## src/rtl/mem_access_ctrl_if.sv

```systemverilog
// rtl/mem_access_ctrl_if.sv - req/ack memory bus between the access sequencer and unified memory
interface mem_access_ctrl_if #(
   parameter int ADDR_W = 32,
   parameter int DATA_W = 32
);
   logic              Mem_Req;
   logic              Mem_We;
   logic [ADDR_W-1:0] Mem_Addr;
   logic [DATA_W-1:0] Mem_WData;
   logic [DATA_W-1:0] Mem_RData;
   logic              Mem_Ack;

   // Sequencer side: issues the request, receives data and ack.
   modport master (
      output Mem_Req, Mem_We, Mem_Addr, Mem_WData,
      input  Mem_RData, Mem_Ack
   );

   // Memory side.
   modport slave (
      input  Mem_Req, Mem_We, Mem_Addr, Mem_WData,
      output Mem_RData, Mem_Ack
   );
endinterface

```

## src/rtl/mem_access_ctrl.sv

```systemverilog
// rtl/mem_access_ctrl.sv - memory access sequencer with IR/MDR and stall (optional MEM_ALIGN_CHECK_EN)
module mem_access_ctrl #(
   parameter int                 DATA_W  = 32,
   parameter int                 ADDR_W  = 32,
   parameter int                 TIMEOUT = 16,
   parameter logic [DATA_W-1:0]  IR_RST  = 32'h0000_0000
) (
   input  logic              CLK,
   input  logic              RST_n,
   input  logic              MemRd,
   input  logic              MemWr,
   input  logic              IorD,
   input  logic              IRWr,
   input  logic [ADDR_W-1:0] PC,
   input  logic [ADDR_W-1:0] ALUOut,
   input  logic [DATA_W-1:0] B,
   mem_access_ctrl_if.master bus,
   output logic [DATA_W-1:0] IR,
   output logic [DATA_W-1:0] MDR,
   output logic              Stall,
   output logic              BusErr
);

   localparam int                CNT_W  = $clog2(TIMEOUT + 1);
   localparam logic [CNT_W-1:0]  CNT_MAX = CNT_W'(TIMEOUT - 1);
   localparam logic [DATA_W-1:0] POISON = DATA_W'(32'hDEAD_BEEF);

   typedef enum logic [1:0] {
      IDLE = 2'd0,
      BUSY = 2'd1,
      DONE = 2'd2
   } stateT;

   stateT             state;
   logic [CNT_W-1:0]  waitCnt;
   logic              pending;
   logic [ADDR_W-1:0] selAddr;
   logic              misaligned;

   assign pending = MemRd | MemWr;
   assign selAddr = IorD ? ALUOut : PC;

`ifdef MEM_ALIGN_CHECK_EN
   assign misaligned = (selAddr[1:0] != 2'b00);
`else
   assign misaligned = 1'b0;
`endif

   // Stall freezes the control unit from the issue cycle through the last BUSY cycle;
   // forced low while reset is held so nothing downstream is gated during reset.
   assign Stall = RST_n & (((state == IDLE) & pending) | (state == BUSY));

   // Sequencer FSM: issue, wait for ack or timeout, then one DONE cycle to let the control unit advance.
   always_ff @(posedge CLK or negedge RST_n) begin
      if (!RST_n) begin
         state         <= IDLE;
         bus.Mem_Req   <= 1'b0;
         bus.Mem_We    <= 1'b0;
         bus.Mem_Addr  <= '0;
         bus.Mem_WData <= '0;
         MDR           <= '0;
         IR            <= IR_RST;
         BusErr        <= 1'b0;
         waitCnt       <= '0;
      end else begin
         case (state)
            IDLE: begin
               if (pending) begin
                  if (misaligned) begin
                     // Misaligned access never reaches the bus; a read gets poison data.
                     BusErr <= 1'b1;
                     if (!MemWr) MDR <= POISON;
                     state <= DONE;
                  end else begin
                     bus.Mem_Addr  <= selAddr;
                     bus.Mem_WData <= B;
                     bus.Mem_We    <= MemWr;
                     bus.Mem_Req   <= 1'b1;
                     waitCnt       <= '0;
                     state         <= BUSY;
                  end
               end
            end
            BUSY: begin
               if (bus.Mem_Ack) begin
                  bus.Mem_Req <= 1'b0;
                  if (!bus.Mem_We) begin
                     MDR <= bus.Mem_RData;
                     if (IRWr) IR <= bus.Mem_RData;
                  end
                  state <= DONE;
               end else if (waitCnt == CNT_MAX) begin
                  // Abort: memory never answered. IR keeps its previous instruction.
                  bus.Mem_Req <= 1'b0;
                  BusErr      <= 1'b1;
                  if (!bus.Mem_We) MDR <= POISON;
                  state <= DONE;
               end else begin
                  waitCnt <= waitCnt + CNT_W'(1);
               end
            end
            DONE: begin
               // Strobes are still asserted by the same control state here; ignore them.
               state <= IDLE;
            end
            default: state <= IDLE;
         endcase
      end
   end

endmodule

```

## src/flat_wrapper.sv

```systemverilog
// flat-port wrapper written by rule: the top's interface ports become plain ports
module mem_access_ctrl_flat 
#(
   parameter int                 DATA_W  = 32,
   parameter int                 ADDR_W  = 32,
   parameter int                 TIMEOUT = 16,
   parameter logic [DATA_W-1:0]  IR_RST  = 32'h0000_0000
)
  (CLK, RST_n, MemRd, MemWr, IorD, IRWr, PC, ALUOut, B, IR, MDR, Stall, BusErr, bus_Mem_Req, bus_Mem_We, bus_Mem_Addr, bus_Mem_WData, bus_Mem_RData, bus_Mem_Ack);
  mem_access_ctrl_if #(.ADDR_W(ADDR_W), .DATA_W(DATA_W)) bus_i ();
  input  logic CLK;
  input  logic RST_n;
  input  logic MemRd;
  input  logic MemWr;
  input  logic IorD;
  input  logic IRWr;
  input  logic [ADDR_W-1:0] PC;
  input  logic [ADDR_W-1:0] ALUOut;
  input  logic [DATA_W-1:0] B;
  output logic [DATA_W-1:0] IR;
  output logic [DATA_W-1:0] MDR;
  output logic Stall;
  output logic BusErr;
  output wire logic [$bits(bus_i.Mem_Req)-1:0] bus_Mem_Req;
  output wire logic [$bits(bus_i.Mem_We)-1:0] bus_Mem_We;
  output wire logic [$bits(bus_i.Mem_Addr)-1:0] bus_Mem_Addr;
  output wire logic [$bits(bus_i.Mem_WData)-1:0] bus_Mem_WData;
  input wire logic [$bits(bus_i.Mem_RData)-1:0] bus_Mem_RData;
  input wire logic [$bits(bus_i.Mem_Ack)-1:0] bus_Mem_Ack;
  assign bus_Mem_Req = bus_i.Mem_Req;
  assign bus_Mem_We = bus_i.Mem_We;
  assign bus_Mem_Addr = bus_i.Mem_Addr;
  assign bus_Mem_WData = bus_i.Mem_WData;
  assign bus_i.Mem_RData = bus_Mem_RData;
  assign bus_i.Mem_Ack = bus_Mem_Ack;
  mem_access_ctrl #(.DATA_W(DATA_W), .ADDR_W(ADDR_W), .TIMEOUT(TIMEOUT), .IR_RST(IR_RST)) u_core (.CLK(CLK), .RST_n(RST_n), .MemRd(MemRd), .MemWr(MemWr), .IorD(IorD), .IRWr(IRWr), .PC(PC), .ALUOut(ALUOut), .B(B), .bus(bus_i), .IR(IR), .MDR(MDR), .Stall(Stall), .BusErr(BusErr));
endmodule
```

## config.mk

```make
export PLATFORM = sky130hd
export DESIGN_NAME = mem_access_ctrl_flat
export DESIGN_NICKNAME = d
export VERILOG_FILES = /design/src/rtl/mem_access_ctrl_if.sv /design/src/rtl/mem_access_ctrl.sv /design/src/flat_wrapper.sv
export SDC_FILE = /design/constraint.sdc
export NUM_CORES = 1
export LEC_CHECK = 0
export ABC_AREA = 0
export CAP_MARGIN = 20
export CORE_UTILIZATION = 37
export CTS_CLUSTER_DIAMETER = 200
export DETAILED_ROUTE_END_ITERATION = 10
export PLACE_DENSITY = 0.8
export SYNTH_ARGS = -nofsm -noshare
export SYNTH_HDL_FRONTEND = slang
export SYNTH_SLANG_ARGS = --single-unit
export TNS_END_PERCENT = 100
```

## constraint.sdc

```tcl
create_clock -name CLK -period 2.12 [get_ports CLK]
set_input_delay 0.212 -clock CLK [delete_from_list [all_inputs] [get_ports CLK]]
set_output_delay 0.212 -clock CLK [all_outputs]
set_load 0.05 [all_outputs]
```

==> flow_metrics.py <==
metrics = {
    "grt": {
        "grt_pass1_vias": 4609,
        "antenna_found_initial": 0,
        "grt_pass1_wl_um": 23400,
        "globalRouteOverflowTotal": 0,
        "grt_max_degree": 139,
        "grt_usage_pct": 18.6,
    },
    "synth": {
        "synth_cell_types": 30,
        "syn_nets": 517,
        "synth_seq_cells": 138,
        "yosysWarnings": 0,
        "syn_area_um2": 5770,
        "synth_top_area_share_pct": 59.8,
        "ys_seq_area_share_pct": 59.8,
        "synth.area.top_cells": "dfrtp_1, mux2_1, mux2_2, nand2b_1, a22o_1",
        "syn_avg_cell_area_um2": 15.2,
        "synth_cells": 380,
        "synth_largest_area_cell": "dfrtp_1",
    },
    "critical_path": {
        "cp.arrival_ps": 2380,
        "worstSetupPathType": "reg -> reg",
        "cp_max_fo": 3,
        "cp-start-kind": "flip-flop",
        "worst-path-buf-inv": 0,
        "path_cells": "ha_2 > and3_4 > ha_4 > or4b_4 > or3_1 > a21oi_1",
        "cpMaxStageDelayCell": "or4b_4",
        "crit_path_end_kind": "flip-flop",
        "crit_family": "simple AND/OR/NAND/NOR gates",
        "slowest_delay_ps": 570,
        "cp_data_required_time_ps": 2450,
    },
    "route": {
        "wl_per_cell_um": 16.3,
        "avgViaCountPerCell": 4.86,
        "drc_errors": 0,
        "ant_nets": 0,
        "drtIter0Drc": 157,
        "vias": 4222,
        "wl_um": 14200,
        "firstDrtPassIters": 4,
    },
    "place": {
        "dpl.hpwl_um": 10300,
        "dpl_worst_slack_ps": -284,
        "dp.cells": 829,
        "gp_congestion": 0.722,
        "placement.io_buffers": 266,
    },
    "power_and_ir_drop": {
        "leakage_nw": 3.88,
        "comb_power_share_pct": 54.9,
        "powerDensity_nw_per_um2": 1780,
        "p_sw_share_pct": 45.6,
        "clkPwrFrac_pct": 18.1,
        "power.switching_w": 0.00764,
        "pwr-share-seq_pct": 27.0,
        "peakVddDrop_uv": 1100,
        "power.internal_w": 0.00913,
    },
    "layout": {
        "antenna_cells": 0,
        "final_cell_mix": "clkdlybuf4s50_1, dfrtp_1, mux2_1",
        "syn_to_final_growth_pct": 63.2,
        "final_common_cell": "clkdlybuf4s50_1",
        "drive_gt1_share_pct": 16.5,
        "nNetsFinal": 804,
        "final_cell_count_no_fill": 868,
    },
    "clocking": {
        "clk_pin_slew_ps": 60,
        "clock_sinks": 138,
        "clkLatencyLatePin_ps": 410,
        "cts-root-buf": "clkbuf_16",
        "htreeDepth": 4,
        "cts_inserted_buffers": 17,
        "cts_tree": "done",
        "clk_path_buf_depth": 2,
    },
    "timing": {
        "worstMarginPinSlew_ps": 711,
        "setup_violations": 0,
        "slew-limit-headroom_pct": 52.6,
        "hold_violations": 0,
        "finalCritPeriodShare_pct": 96.8,
        "fin_crit_ps": 2050,
        "clock.fmax_mhz": 487,
        "rsz0062_at_grt": "no",
        "finClkSkew_ps": 7.10,
        "setup_ws_ps": 67.9,
        "drv_slew": 0,
        "hold_ws_ps": 399,
    },
    "die": {
        "rows": 45,
        "die_h_um": 127,
        "pin_count": 267,
        "dieArea_um2": 16100,
        "initial_utilization_pct": 38.0,
        "die_w_um": 127,
        "core_area_um2": 15200,
    },
    "job": {
        "maxCapViolations": 0,
    },
    "run_status": {
        "status": "complete, no violations",
    },
    "worst_hold_path": {
        "hold_path_class": "in -> reg",
    },
}
routing by layer:
metal,vias to the layer above,GRT usage [%],wire [um]
li1,1933,-,-
met1,2096,21.2,5580
met2,173,32.6,7320
met3,20,5.57,1040
met4,0,7.00,240
met5,-,0,0
kinds of logic after synthesis:
logic type	count (synthesis)	share of synthesized area [%]
muxes	155	30.2
DFF	138	59.8
and+or+nand+nor	44	4.81
buffers and inverters	23	2.41
AOI/OAI and AO/OA	18	2.32
adders and majority gates	2	0.433
worst paths after layout:
| kind | startpoint | to | slack (ps) | depth (start not counted) |
|---|---|---|---|---|
| setup / recovery | u_core.waitCnt[1] | u_core.waitCnt[3] | 70 | 6 |
| hold / removal | B[30] | u_core.bus.Mem_WData[30] | 400 | 2 |
| setup reg to reg | u_core.waitCnt[1] | u_core.waitCnt[3] | 70 | 6 |
| hold reg to reg | u_core.BusErr | u_core.BusErr | 470 | 1 |
| max in group asynchronous | RST_n | u_core.bus.Mem_Addr[30] | 1080 | 3 |
| min in group asynchronous | RST_n | u_core.bus.Mem_WData[27] | 530 | 3 |
through the flow:
| stage | cell area [um2] | utilization [%] | setup TNS [ps] | power, W |
|---|---|---|---|---|
| after floorplan | 5770 | - | 0 | 0.0104 |
| after global placement | 8710 | 57.3 | -2970 | 0.0135 |
| after detailed placement | 8710 | 57.3 | -6640 | 0.0137 |
| after CTS | 9420 | 61.9 | 0 | 0.0169 |
| after global routing | 9420 | 62.0 | 0 | 0.0175 |
| final | 9420 | 62.0 | 0 | 0.0168 |
cell type report:
| cell class | count | area (um2) |
|---|---|---|
| clock inverter | 13 | 168 |
| tap | 188 | 235 |
| timing repair buffer | 287 | 2870 |
| clock buffer | 19 | 443 |
| multi-input combinational | 220 | 2240 |
| sequential | 138 | 3450 |
| inverter | 3 | 11.3 |
| fill | 1117 | 5780 |
registers in the layout, indices dropped and copies added (netlist names):
register and cells:
u_core.MDR 32, u_core.state 2, u_core.BusErr 1, u_core.waitCnt 5, u_core.IR 32, u_core.bus.Mem_Addr 32
u_core.bus.Mem_Req 1, u_core.bus.Mem_WData 32, u_core.bus.Mem_We 1
repair_timing:
item / 4_1_cts / 5_1_grt
endpoints found under the setup margin: 26 / 20
hold buffers: 1 / 0
pin swaps: 7 / 1
buffers inserted: 6 / 0
gates cloned: 1 / 0
endpoints found under the hold margin: 138 / 0
gates resized for setup: 7 / 1
Yosys cell counts, drive strengths merged:
master and number:
or4b 1, o21a 1, a21oi 1, o21ai 6, inv 3, or2 1
mux2 153, a22o 9, buf 16, nand3 3, nor2b 1, dfrtp 138
a31o 1, and4bb 1, clkbuf 4, nand2 2, nor3 1, nand2b 25
nor2 6, or3 2, ha 2, and3 1, mux2i 2
worst register-to-register path: stages (launching register included):
cell and delay (ps):
dfrtp_1 400, ha_2 210, and3_4 160, ha_4 160, or4b_4 570, or3_1 350, a21oi_1 140
power by group through the flow:
stage / Combinational [W] / Clock (W) / Sequential, W
after floorplan: 0.00164 / 0 / 0.00873
after global placement: 0.00905 / 0 / 0.00449
after detailed placement: 0.00917 / 0 / 0.00456
after CTS: 0.00929 / 0.00310 / 0.00455
after global routing: 0.00957 / 0.00323 / 0.00470
final: 0.00921 / 0.00303 / 0.00454
(Power assumes the default switching activity.)
